[src/rtl/ero_dil_mode_ctrl.sv]
// ero_dil_mode_ctrl: debounced key plus frame-count mode sequencing, applied only at frame start
module ero_dil_mode_ctrl #(
    parameter logic [19:0] DEB_CNT     = 20'd1_000_000,
    parameter logic [7:0]  AUTO_FRAMES = 8'd120,
    parameter logic [7:0]  THRESH      = 8'd128
) (
    input  logic       pix_clk,
    input  logic       rstn,
    input  logic       vs_in,
    input  logic       key_n,
    input  logic       auto_en,
    output logic [2:0] mode,
    output logic       bin_en,
    output logic [1:0] s1_sel,
    output logic [1:0] s2_sel,
    output logic [7:0] thresh,
    output logic       mode_chg
);
    typedef enum logic [1:0] {IDLE, PRESS_CHK, HELD, REL_CHK} deb_t;
    deb_t        st;
    logic        k1, k2, press, vs_d, armed, fs, adv;
    logic [19:0] cnt;
    logic [7:0]  fcnt;
    logic [2:0]  pend, pend_eff, pend_nxt, mode_nxt;
    logic [4:0]  dec;
    function automatic logic [2:0] nxt(input logic [2:0] x);
        return (x == 3'd5) ? 3'd0 : x + 3'd1;
    endfunction
    assign thresh = THRESH;
    // armed masks the first cycle after reset so a vs_in already high does not look like a rising edge
    always_comb begin
        fs       = vs_in & ~vs_d & armed;
        adv      = auto_en & (fcnt == AUTO_FRAMES - 8'd1);
        pend_eff = press ? nxt(pend) : pend;
        pend_nxt = nxt(pend_eff);
        mode_nxt = adv ? pend_nxt : pend_eff;
        dec      = (mode_nxt == 3'd1) ? 5'b1_00_00 :
                   (mode_nxt == 3'd2) ? 5'b1_01_00 :
                   (mode_nxt == 3'd3) ? 5'b1_10_00 :
                   (mode_nxt == 3'd4) ? 5'b1_01_10 :
                   (mode_nxt == 3'd5) ? 5'b1_10_01 : 5'b0_00_00;
    end
    // two-flop synchronizer for the asynchronous key, idle level is released (1)
    always_ff @(posedge pix_clk or negedge rstn) begin
        if (!rstn) begin
            k1 <= 1'b1;
            k2 <= 1'b1;
        end else begin
            k1 <= key_n;
            k2 <= k1;
        end
    end
    // debounce FSM: the detecting IDLE cycle counts as the first stable sample, one press per physical press
    always_ff @(posedge pix_clk or negedge rstn) begin
        if (!rstn) begin
            st    <= IDLE;
            cnt   <= '0;
            press <= 1'b0;
        end else begin
            press <= 1'b0;
            case (st)
                IDLE: if (!k2) begin
                    st  <= PRESS_CHK;
                    cnt <= 20'd1;
                end
                PRESS_CHK: if (k2) begin
                    st  <= IDLE;
                    cnt <= '0;
                end else if (cnt >= DEB_CNT - 20'd1) begin
                    st    <= HELD;
                    press <= 1'b1;
                    cnt   <= '0;
                end else cnt <= cnt + 20'd1;
                HELD: if (k2) begin
                    st  <= REL_CHK;
                    cnt <= 20'd1;
                end
                REL_CHK: if (!k2) begin
                    st  <= HELD;
                    cnt <= '0;
                end else if (cnt >= DEB_CNT - 20'd1) begin
                    st  <= IDLE;
                    cnt <= '0;
                end else cnt <= cnt + 20'd1;
                default: begin
                    st  <= IDLE;
                    cnt <= '0;
                end
            endcase
        end
    end
    // pending mode accumulates presses; frame start commits it (plus auto advance) to mode and decode
    always_ff @(posedge pix_clk or negedge rstn) begin
        if (!rstn) begin
            vs_d     <= 1'b0;
            armed    <= 1'b0;
            fcnt     <= '0;
            pend     <= '0;
            mode     <= '0;
            bin_en   <= 1'b0;
            s1_sel   <= '0;
            s2_sel   <= '0;
            mode_chg <= 1'b0;
        end else begin
            vs_d     <= vs_in;
            armed    <= 1'b1;
            mode_chg <= 1'b0;
            pend     <= (fs && adv) ? pend_nxt : pend_eff;
            if (fs) begin
                mode                     <= mode_nxt;
                {bin_en, s1_sel, s2_sel} <= dec;
                mode_chg                 <= (mode_nxt != mode);
                fcnt                     <= adv ? 8'd0 : auto_en ? fcnt + 8'd1 : 8'd0;
            end
        end
    end
endmodule

[config.mk]
export PLATFORM = sky130hd
export DESIGN_NAME = ero_dil_mode_ctrl
export DESIGN_NICKNAME = d
export VERILOG_FILES = /design/src/rtl/ero_dil_mode_ctrl.sv
export SDC_FILE = /design/constraint.sdc
export NUM_CORES = 1
export LEC_CHECK = 0
export ABC_AREA = 1
export BUFFER_PORTS_ARGS = -buffer_cell sky130_fd_sc_hd__buf_2
export CAP_MARGIN = 20
export CELL_PAD_IN_SITES_DETAIL_PLACEMENT = 0
export CELL_PAD_IN_SITES_GLOBAL_PLACEMENT = 2
export CORE_MARGIN = 2
export CORE_UTILIZATION = 38
export CTS_BUF_LIST = sky130_fd_sc_hd__clkbuf_8
export CTS_CLUSTER_DIAMETER = 200
export DETAILED_ROUTE_END_ITERATION = 12
export GPL_ROUTABILITY_DRIVEN = 1
export PLACE_DENSITY = 0.95
export RECOVER_POWER = 50
export SLEW_MARGIN = 10
export SYNTH_ARGS = -nofsm -noshare
export SYNTH_HDL_FRONTEND = slang
export SYNTH_SLANG_ARGS = --single-unit
export TNS_END_PERCENT = 5
[constraint.sdc]
create_clock -name pix_clk -period 3.25 [get_ports pix_clk]
set_input_delay 0.65 -clock pix_clk [delete_from_list [all_inputs] [get_ports pix_clk]]
set_output_delay 0.65 -clock pix_clk [all_outputs]
set_load 0.02 [all_outputs]
=== Yosys cells after proc, flatten, opt, wreduce, memory -nomap -nowiden ===
Index checks and enable logic that the tools add are counted.

* Input bits: 5
* Output and inout port bits: 17
* Logic and storage cells: 72
* Register bits: 47

* Bitwise logic cells: 4
* Multiplexer cells: 29
* Eq/ne operators: 16
* $add $sub $neg: 4
* Reduce and logical (&&, ||, !) cells: 4
* Magnitude comparators: 1

{| class="wikitable"
|+ Operators by type and width
! kind !! number
|-
| $mux W20 || 5
|-
| $pmux W20 S4 || 1
|-
| $mux W5 || 5
|-
| $add A20 B1 Y20 const B || 1
|-
| $ge A20 B20 Y1 const B || 1
|-
| $mux W8 || 2
|-
| $mux W3 || 5
|-
| $eq A3 B3 Y1 const B || 4
|-
| $mux W2 || 6
|-
| $add A8 B1 Y8 const B || 1
|-
| $eq A8 B7 Y1 const B || 1
|-
| $pmux W2 S4 || 1
|-
| $add A3 B1 Y3 const B || 2
|-
| $eq A3 B2 Y1 const B || 2
|-
| $ne A3 B3 Y1 const B || 2
|-
| $eq A2 B2 Y1 const B || 2
|-
| $mux W1 || 4
|-
| $ne A2 B2 Y1 const B || 2
|-
| $reduce_and A4 Y1 || 1
|-
| $and A1 B1 Y1 || 3
|-
| $eq A3 B1 Y1 const B || 1
|-
| $ne A3 B3 Y1 || 1
|-
| $eq A2 B1 Y1 const B || 1
|-
| $logic_not A2 Y1 || 1
|-
| 3 further kinds || 3
|}

=== Depth between registers and ports, before layout ===
Gate-level depths: netlist of the first run.

* Word-level depth: 12
* Mapped depth: 11
* Depth with buffers taken out: 11

=== Worst setup path after synthesis of the first run ===
No wires, ideal clock.

* Path kind: input to register
* Start: in vs_in
* End: reg mode[2]
* Data required time: 3,121 ps
* Cell stages on the path: 7
* Buffers on the path: 2
* Arrival: 1,415 ps
* Setup slack: 1,706 ps
* Library setup time: 129 ps
* Cell sequence: nand2_1 -> nor2_2 -> inv_1 -> buf_2 -> buf_2 -> nand2_1 -> o21ai_0

* Word-level cells in the longest chain between the ends: 2

{| class="wikitable"
|+ Ends and longest elaborated chain
! what !! RTL line !! source
|-
| start, declared || 9 || <nowiki>input logic vs_in,</nowiki>
|-
| $and A1 B1 Y1 (2 in series) || 32 || <nowiki>fs = vs_in & ~vs_d & armed;</nowiki>
|-
| end signal, assigned || 110 || <nowiki>mode <= mode_nxt;</nowiki>
|-
| end, declared || 12 || <nowiki>output logic [2:0] mode,</nowiki>
|}

No other way between the ends.
A chain may end at the register's enable or synchronous reset.

==> summary.md, run 1 <==
| Metric | Value |
|---|---|
| Most common cell after layout, fill and taps aside | `nand2_1` |
| Setup Skew | `14.9 ps` |
| Crit-path max cell delay | `between 500 and 600 ps` |
| GR Overflow Total | `0` |
| Gates resized, CTS repair | `0` |
| WHS | `~360 ps` |
| Total power | `1450 µW` |
| Layout Cells excl Fill | `491` |
| Gr usage total | `0.161` |
| Critical Path RT | `3430 ps` |
| Final worst path period need | `just under 2000 ps` |
| Synth Warn # | `0` |
| Mean Syn Cell Area | `a little over 7 µm²` |
| CP Launch Type | `flop` |
| DIE WIDTH | `a little under 90 µm` |
| Highest-count cells in the layout ignoring fill and taps | `122 x nand2_1, 45 x inv_1, 45 x dfrtp_1` |
| Ant. Diodes | `0` |
| Io pins | `22` |
| Fill count | `between 700 and 800` |
| Largest net degree at the start of global routing | `48` |
| Global-route wire length before repair | `about 10 mm` |
| First drt pass iteration count | `4` |
| Worst-path fanout max | `12` |
| Top cell type's share of synthesized area | `0.410` |
| Htree depth | `2` |
| Clock-pin transition on the worst setup and hold timing paths | `~100 ps` |
| Met1 Track Usage GR | `0.211` |
| Worst-path cell chain | `or2_1, nand3_1, clkinv_1, nand2_1, o21ai_1` |
| Layout cells sized above 1 | `0.116` |
| # setup viols final | `0` |
| PortBufs | `13` |
| Vias in the first global route | `between 2,000 and 2,500` |
| Top_reg_cell synth | `dfrtp_1` |
| Status | `finished clean` |
| CTS max path bufs | `2` |
| Via count | `around 2,300` |
| Delay-heaviest family, CP | `simple AND/OR/NAND/NOR gates` |
| Clock sinks | `47` |
| TritonCTS clock tree | `done` |
| Post-CTS setup buffers | `0` |
| CP Capture Type | `flop` |
| Largest area contributor in the netlist | `dfrtp_1` |
| Fin crit share | `0.609` |
| Initial antenna violation count | `0` |
| Share of the yosys chip area belonging to registers | `0.430` |
| Distinct cells, synth | `35` |
| Dpl hpwl | `approximately 4.2 mm` |
| Leak | `around 0.0014 µW` |
| Fmax | `505 MHz` |
| Largest cells by area after synthesis | `dfrtp_1 41%, nand2_1 17%, inv_1 6.2%` |
| FFs w/ async S/R, synth | `1.00` |
| Hold_buf cts | `0` |
| Worst path bufs/invs | `1` |
| Synth Register Bits | `47` |
| Core ar. | `around 6900 µm²` |
| Peak VDD IR | `about 0.00021 V` |
| Worst rel slew slack | `0.442` |
| Mapped Area | `about 2700 µm²` |
| Critical path class | `reg -> reg` |
| Worst hold path class | `reg -> reg` |
| Arr. time, crit path | `between 2000 and 2500 ps` |
| Die area | `a little under 8000 µm²` |
| Final GP Congestion | `just over 0.8` |
| Worst slew pin tran | `~840 ps` |
| Starting density of the core | `0.397` |
| Initial drt markers | `between 100 and 150` |
| Wirelength per Cell | `roughly 12 µm` |
| Worst-skew pair later-pin latency | `~310 ps` |
| Final hold vios | `0` |
| Post-route DRC | `0` |
| Number of buffers created by CTS | `5` |
| Global route hottest layer | `met2` |
| Final #Nets | `between 400 and 500` |
| Detail Route Antenna Nets | `0` |
| Number of synthesized flops with an enable pin | `0` |
| Final wirelength | `approximately 5.8 mm` |
| Post-Route Setup TNS | `0 ps` |
| P&R area growth vs syn | `9.99%` |
| Std cell rows | `30` |
| Placed insts | `just under 500` |
| Met3 Use GR | `0.0295` |
| PwrDens | `between 400 and 500 nW/µm²` |
| Die height | `between 80 and 90 µm` |
| M2 GR Usage | `0.276` |
| Vias per inst | `about 4.7` |
| Clk root buf | `clkbuf_8` |
| Post-Syn Instances | `roughly 380` |
| Final Slew Violations | `0` |
| Worst-path cell with the longest stage delay | `clkinv_1` |
| RSZ-0062 raised after global routing | `false` |
| Max Cap Viol | `0` |
power breakdown:
group | leakage [µW] | internal, µW | total, µW | switching (µW)
clock | 0.0000644 | 307 | 518 | 211
sequential | 0.000618 | 631 | 675 | 43.8
combinational | 0.000762 | 69.7 | 262 | 192
stage by stage:
step	util	instance area [µm²]	setup slack [ps]
after floorplan	-	2770	1710
after global placement	0.414	2860	1230
final	0.437	3020	1270
after CTS	0.434	3000	1290
after detailed placement	0.414	2860	1170
after global routing	0.437	3020	1130
cells in the mapped netlist, types with 2 or more instances:
library cell	count
buf_4	9
conb_1	2
nor2_2	7
xor2_1	9
a21oi_1	9
nand2_1	122
nand2_2	10
dfstp_2	2
inv_1	45
o21ai_0	14
nand3_1	22
buf_2	2
nor2_4	2
nor2_1	35
ha_1	2
o22ai_1	10
nor3_1	7
dfrtp_1	45
nand3_2	2
nand4_1	3
o21ai_1	6
worst register-to-register path, cell delays in order (launching register included):
cell,delay [ps]
dfrtp_1,390
or2_1,250
nand3_1,440
clkinv_1,520
nand2_1,170
o21ai_1,100
cell families after synthesis:
family          count (synthesis)  synth area share
buf+inv                        60            0.0980
xor+xnor                       10            0.0319
other cells                     2           0.00274
fa+ha+maj                       2           0.00912
flops                          47             0.430
compound gates                 45            0.0926
simple gates                  213             0.336
registers in the layout, indices dropped and copies added (netlist names), named ones only:
name      count
cnt          20
fcnt          8
mode          3
pend          3
s1_sel        2
s2_sel        2
armed         1
bin_en        1
k1            1
k2            1
mode_chg      1
press         1
st            1
vs_d          1
path summary, 6_finish.rpt:
check	from	to	slack [ps]	cells past startpoint
hold / removal	k1	k2	360	0
setup reg to reg	flop	cnt[11]	1270	5
max in group asynchronous	rstn	k1	2090	2
setup / recovery	flop	cnt[11]	1270	5
hold reg to reg	k1	k2	360	0
min in group asynchronous	rstn	fcnt[5]	410	1
layout make-up:
class	count	area (µm²)	share of cell area
flip-flops and latches	47	1180	0.391
clock inverters	3	67.6	0.0224
multi-input cells	279	1320	0.438
inverters	47	176	0.0585
repair buffers	14	83.8	0.0278
clock buffers	5	68.8	0.0228
well taps	96	120	0.0398
per-layer routing:
layer  part of all wire  vias to the layer above
met2               0.47                       47
met1               0.47                     1049
met3              0.044                        8
li1                   -                     1211
met5                  0                        -
met4              0.013                        0
Note: power is estimated with default switching activity, not from simulation.
==> run 2, diff against run 1 <==
--- a/config.mk
+++ b/config.mk
@@ -5,18 +5,18 @@
 export SDC_FILE = /design/constraint.sdc
 export NUM_CORES = 1
 export LEC_CHECK = 0
-export ABC_AREA = 1
+export ABC_AREA = 0
 export BUFFER_PORTS_ARGS = -buffer_cell sky130_fd_sc_hd__buf_2
 export CAP_MARGIN = 20
 export CELL_PAD_IN_SITES_DETAIL_PLACEMENT = 0
 export CELL_PAD_IN_SITES_GLOBAL_PLACEMENT = 2
 export CORE_MARGIN = 2
-export CORE_UTILIZATION = 38
+export CORE_UTILIZATION = 39
 export CTS_BUF_LIST = sky130_fd_sc_hd__clkbuf_8
 export CTS_CLUSTER_DIAMETER = 200
 export DETAILED_ROUTE_END_ITERATION = 12
 export GPL_ROUTABILITY_DRIVEN = 1
-export PLACE_DENSITY = 0.95
+export PLACE_DENSITY = 0.92
 export RECOVER_POWER = 50
 export SLEW_MARGIN = 10
 export SYNTH_ARGS = -nofsm -noshare
==> constraint.sdc (replaced) <==
create_clock -name pix_clk -period 2 [get_ports pix_clk]
set_input_delay 0.4 -clock pix_clk [delete_from_list [all_inputs] [get_ports pix_clk]]
set_output_delay 0.4 -clock pix_clk [all_outputs]
set_load 0.02 [all_outputs]
==> summary.md, run 2 <==
| Metric | Value |
|---|---|
| Int Power | `around 1300 µW` |
| Die height | `83.4 µm` |
| Fin crit share | `1.01` |
| Synth Warn # | `0` |
| Ant. Diodes | `0` |
| Critical Path RT | `between 2000 and 2500 ps` |
| Worst hold path class | `in -> reg` |
| Dpl hpwl | `3.52 mm` |
| Setup ws final | `-13.7 ps` |
| Wirelength per Cell | `between 10 and 15 µm` |
| Min-delay src | `key_n` |
| FFs w/ async S/R, synth | `1.00` |
| TritonCTS clock tree | `done` |
| Synth Register Bits | `47` |
| Clock sinks | `47` |
| First drt pass iteration count | `4` |
| Starting density of the core | `0.410` |
| GR Overflow Total | `0` |
| Peak VDD IR | `approximately 0.00034 V` |
| Fmax | `just under 500 MHz` |
| Status | `finished with violations` |
| Mean Syn Cell Area | `between 9 and 10 µm²` |
| DP Worst Slack | `-41.7 ps` |
| Top reg by flops | `cnt` |
| Layout Utilization | `0.488` |
| Commonest cells in the netlist | `45 x dfrtp_1, 26 x nand2_1, 17 x a21oi_1` |
| Largest area contributor in the netlist | `dfrtp_1` |
| PortBufs | `13` |
| # setup viols final | `5` |
| Post-route DRC | `0` |
| Highest-count cells in the layout ignoring fill and taps | `45 x dfrtp_1, 28 x buf_4, 25 x nand2_1` |
| CP Launch Type | `flop` |
| Final hold vios | `0` |
| Post-Syn Instances | `approximately 260` |
| Failing checks | `negative setup slack` |
| WHS Path Cells | `1` |
| Post-Route Setup TNS | `-35.4 ps` |
| Final Slew Violations | `0` |
| Worst-path cell with the longest stage delay | `or4_4` |
| Layout cells sized above 1 | `0.247` |
| Die area | `6950 µm²` |
| Regs by FF count | `cnt (20), fcnt (8)` |
| Std cell rows | `28` |
| Number of buffers created by CTS | `5` |
| Largest cells by area after synthesis | `dfrtp_1 46%, nand2_1 4.0%, xor2_1 3.6%` |
| Total power | `~1700 µW` |
| Worst-skew pair later-pin latency | `approximately 300 ps` |
| DIE WIDTH | `between 80 and 90 µm` |
| Vias per inst | `5.21` |
| Detail Route Antenna Nets | `0` |
| Worst Reg-to-Reg Cells | `5` |
| Arr. time, crit path | `2240 ps` |
| Crit-path max cell delay | `~560 ps` |
| Most common cell after layout, fill and taps aside | `dfrtp_1` |
| Initial antenna violation count | `0` |
| Worst-path fanout max | `18` |
| CTS max path bufs | `2` |
| Top_reg_cell synth | `dfrtp_1` |
| Global-route wire length before repair | `a little under 9 mm` |
| Worst r2r src | `cnt[10]` |
| Layout Cells excl Fill | `375` |
| PwrDens | `between 500 and 600 nW/µm²` |
| Io pins | `22` |
| Vias in the first global route | `a little under 2,000` |
| Initial drt markers | `76` |
| Clock share of power | `0.325` |
| Most frequent cell after synthesis | `dfrtp_1` |
| Hold_buf cts | `0` |
| Placed insts | `about 370` |
| Final worst path period need | `between 2000 and 2500 ps` |
| Max reg flops | `20` |
| RR Endpoint | `cnt[13]` |
| Worst slew pin tran | `~1000 ps` |
| Clock-pin transition on the worst setup and hold timing paths | `~90 ps` |
| Final #Nets | `between 300 and 400` |
| Mapped Area | `between 2000 and 2500 µm²` |
| Switching power | `between 400 and 500 µW` |
| Post-CTS setup buffers | `0` |
| Min-Delay Endpoint | `k1` |
| Max Cap Viol | `0` |
| Leak | `roughly 0.0013 µW` |
| Gr usage total | `0.152` |
| Worst-path cell chain | `or4_4, a2111oi_4, nor2_4, or3_1, o21ai_1` |
| Htree depth | `2` |
| Via count | `1,955` |
| Setup Skew | `~4.4 ps` |
| Share of the yosys chip area belonging to registers | `0.480` |
| RSZ-0062 raised after global routing | `true` |
| Worst rel slew slack | `0.335` |
| R2R Setup Slk | `-10 ps` |
| Top cell type's share of synthesized area | `0.458` |
| P&R area growth vs syn | `18.9%` |
| Final GP Congestion | `0.779` |
| Final wirelength | `~5 mm` |
| Reg power frac | `0.564` |
| CP Capture Type | `flop` |
| Critical path class | `reg -> reg` |
| Largest net degree at the start of global routing | `30` |
| Clk root buf | `clkbuf_8` |
| Core ar. | `5990 µm²` |
| Gate power share | `0.111` |
| Number of synthesized flops with an enable pin | `0` |
| Sw Ratio | `0.262` |
| Distinct cells, synth | `48` |
## run 2: critical path, delay by kind of cell, from the launching register on
family	cells	cell delay (ps)
DFF	1	400
AOI/OAI and AO/OA	2	460
and+or+nand+nor	3	1090
## run 2: area by class of cell
class                           count  area (µm²)
Tap cell                           75        93.8
Sequential cell                    47        1180
Fill cell                         567        3070
Timing Repair Buffer               44         323
Clock inverter                      3        16.3
Clock buffer                        5        68.8
Inverter                            9        33.8
Multi-Input combinational cell    192        1210
## run 2: kinds of logic (layout without fill, tap and decap cells)
logic type | count (synthesis) | count (layout) | synth area share
AND/OR/NAND/NOR | 94 | 94 | 0.201
AO/OA/AOI/OAI | 67 | 67 | 0.171
flip-flops | 47 | 47 | 0.480
buffers and inverters | 25 | 61 | 0.0601
XOR/XNOR | 14 | 14 | 0.0499
adder cells (fa/ha/maj) | 4 | 4 | 0.0183
multiplexers | 4 | 4 | 0.0173
other | 2 | 9 | 0.00306
## run 2: power by group through the flow
stage,logic [µW],clock network (µW),registers [µW]
2_1_floorplan,111,0,1010
3_5_place_dp,189,0,1010
4_1_cts,192,588,987
3_3_place_gp,186,0,1000
5_1_grt,217,641,991
6_report,194,569,986
## run 2: repair_timing
action	4_1_cts	5_1_grt
gates resized for setup	2	7
cloned	0	1
endpoints found under the setup margin	11	22
pin swaps	2	9
hold endpoints to repair	0	0
## run 2: how the worst max path moves through the flow
stage                       start        to  slack, ps  depth (start not counted)
after CTS                 fcnt[1]  mode_chg         20                          7
final                     cnt[10]   cnt[13]        -10                          5
after global routing      cnt[10]   cnt[19]       -100                          6
after global placement    cnt[11]    cnt[5]         20                          5
after floorplan           fcnt[0]  mode_chg          9                          7
after detailed placement  cnt[11]    cnt[5]        -40                          5
## run 2: metrics by stage
step / hold WS [ps] / area [µm²]
after global placement: 346 / 2790
after floorplan: 104 / 2500
after CTS: 45.6 / 2890
after detailed placement: 347 / 2790
final: 185 / 2920
after global routing: 171 / 2920
## run 2: metal layers
metal  share of wire  GRT usage  vias up
li1                -          -      979
met1            0.48      0.195      950
met2            0.49      0.259       22
met3           0.027     0.0417        4
met4          0.0066     0.0268        0
met5               0          0        -
==> run 3, diff against run 2 <==
--- a/config.mk
+++ b/config.mk
@@ -9,9 +9,9 @@
 export BUFFER_PORTS_ARGS = -buffer_cell sky130_fd_sc_hd__buf_2
 export CAP_MARGIN = 20
 export CELL_PAD_IN_SITES_DETAIL_PLACEMENT = 0
-export CELL_PAD_IN_SITES_GLOBAL_PLACEMENT = 2
+export CELL_PAD_IN_SITES_GLOBAL_PLACEMENT = 1
 export CORE_MARGIN = 2
-export CORE_UTILIZATION = 39
+export CORE_UTILIZATION = 48
 export CTS_BUF_LIST = sky130_fd_sc_hd__clkbuf_8
 export CTS_CLUSTER_DIAMETER = 200
 export DETAILED_ROUTE_END_ITERATION = 12
==> summary.md, run 3 (synthesis gave the netlist of run 2 again) <==
| Metric | Value |
|---|---|
| DP Worst Slack | `-16.4 ps` |
| Final hold vios | `0` |
| Layout Utilization | `0.570` |
| Worst slew pin tran | `between 1000 and 1500 ps` |
| Vias per inst | `roughly 5.4` |
| Final #Nets | `298` |
| Worst Reg-to-Reg Cells | `5` |
| Clock sinks | `between 40 and 50` |
| PwrDens | `approximately 650 nW/µm²` |
| Wirelength per Cell | `13.0 µm` |
| Regs by FF count | `cnt (20), fcnt (8)` |
| Number of buffers created by CTS | `5` |
| TritonCTS clock tree | `done` |
| Core ar. | `5010 µm²` |
| Layout Cells excl Fill | `between 300 and 400` |
| Status | `finished with violations` |
| Final wirelength | `4.70 mm` |
| Worst-path fanout max | `18` |
| Top reg by flops | `cnt` |
| Peak VDD IR | `around 0.00062 V` |
| Final instance area | `2860 µm²` |
| Arr. time, crit path | `about 2300 ps` |
| CP Launch Type | `flop` |
| Critical Path RT | `between 2000 and 2500 ps` |
| R2R Setup Slk | `-30 ps` |
| Placed insts | `around 350` |
| Max Cap Viol | `0` |
| Layout cells sized above 1 | `0.233` |
| Critical path class | `reg -> reg` |
| Largest net degree at the start of global routing | `48` |
| Detail Route Antenna Nets | `0` |
| CTS max path bufs | `2` |
| Ant. Diodes | `0` |
| Std cell rows | `26` |
| Crit-path max cell delay | `around 540 ps` |
| Final GP Congestion | `approximately 0.83` |
| Failing checks | `negative setup slack` |
| Global-route wire length before repair | `just under 8 mm` |
| Setup Skew | `around 7.2 ps` |
| Worst-path cell chain | `or4_4, a2111oi_4, nor2_4, or3_1, o21ai_1` |
| Crit. Startpoint | `cnt[13]` |
| Final worst path period need | `around 2000 ps` |
| GR Overflow Total | `0` |
| Gr usage total | `0.177` |
| Worst-skew pair later-pin latency | `300 ps` |
| Leak | `about 0.0013 µW` |
| WHS | `193 ps` |
| RR Endpoint | `cnt[9]` |
| Fmax | `493 MHz` |
| Hold_buf cts | `0` |
| Post-CTS setup buffers | `0` |
| PortBufs | `13` |
| DIE WIDTH | `approximately 76 µm` |
| Initial antenna violation count | `0` |
| Worst rel slew slack | `0.239` |
| Die area | `approximately 5700 µm²` |
| Worst hold path class | `in -> reg` |
| CP Capture Type | `flop` |
| Highest-count cells in the layout ignoring fill and taps | `45 x dfrtp_1, 25 x nand2_1, 21 x buf_4` |
| Starting density of the core | `0.491` |
| First drt pass iteration count | `4` |
| Clock-pin transition on the worst setup and hold timing paths | `90 ps` |
| P&R area growth vs syn | `16.2%` |
| Via count | `1,940` |
| Post-place instance area | `about 2700 µm²` |
| # setup viols final | `5` |
| Initial drt markers | `94` |
| Fin crit share | `1.01` |
| RSZ-0062 raised after global routing | `true` |
| Htree depth | `2` |
| Final Slew Violations | `0` |
| Worst-path cell with the longest stage delay | `or4_4` |
| Io pins | `22` |
| Worst setup path endpoint | `cnt[9]` |
| Dpl hpwl | `3.34 mm` |
| Max reg flops | `20` |
| Die height | `roughly 76 µm` |
| Vias in the first global route | `around 1,700` |
| Most common cell after layout, fill and taps aside | `dfrtp_1` |
| Setup ws final | `-28.3 ps` |
| Post-route DRC | `0` |
| Clk root buf | `clkbuf_8` |
| Worst r2r src | `cnt[13]` |
[run 3: cell types whose count changed in the layout (fill, tap and decap cells not counted), sizes merged]
cell and delta:
bufinv +1, clkbuf -3, inv -1, clkinv +1, clkinvlp -1, buf -5
[run 3: critical path, delay by kind of cell, from the launching register on]
family          cells  cell delay, ps
compound gates      2             500
flops               1             400
simple gates        3            1050
[run 3: cell type report]
cell class,instances,area (µm²)
fill,460,2150
tap,70,87.6
inverter,9,33.8
multi-input combinational,192,1200
sequential,47,1180
clock buffer,5,68.8
timing repair buffer,36,248
clock inverter,3,43.8
[run 3: per-stage QoR]
stage / total power (µW) / setup TNS, ps
3_5_place_dp: 1190 / -40.2
3_3_place_gp: 1180 / 0
5_1_grt: 1950 / -644
6_report: 1870 / -84.3
4_1_cts: 1890 / 0
2_1_floorplan: 1120 / 0
[run 3: metal layers]
| layer | part of all wire | routed length [µm] | GRT usage |
|---|---|---|---|
| met5 | 0 | 0 | 0 |
| met4 | 0.018 | 86 | 0.0624 |
| met3 | 0.040 | 190 | 0.0410 |
| met2 | 0.47 | 2190 | 0.280 |
| met1 | 0.47 | 2230 | 0.240 |
[run 3: worst min path at each step]
stage	from	to	slack (ps)	cells past startpoint
finish	key_n	k1	190	1
global route	key_n	k1	170	1
CTS	key_n	k1	180	1
detailed placement	k1	k2	350	0
global placement	k1	k2	350	0
floorplan	rstn	async pin	100	0
[run 3: what timing repair did]
item                       CTS  global route
gates resized for setup      1             7
setup endpoints to repair    7            18
pin swaps                    2             9
[run 3: where the power goes]
group	switching (µW)	total [µW]	leakage, µW	internal, µW
registers	17.2	990	0.000637	973
logic	111	180	0.000602	68.6
clock network	327	699	0.0000581	372
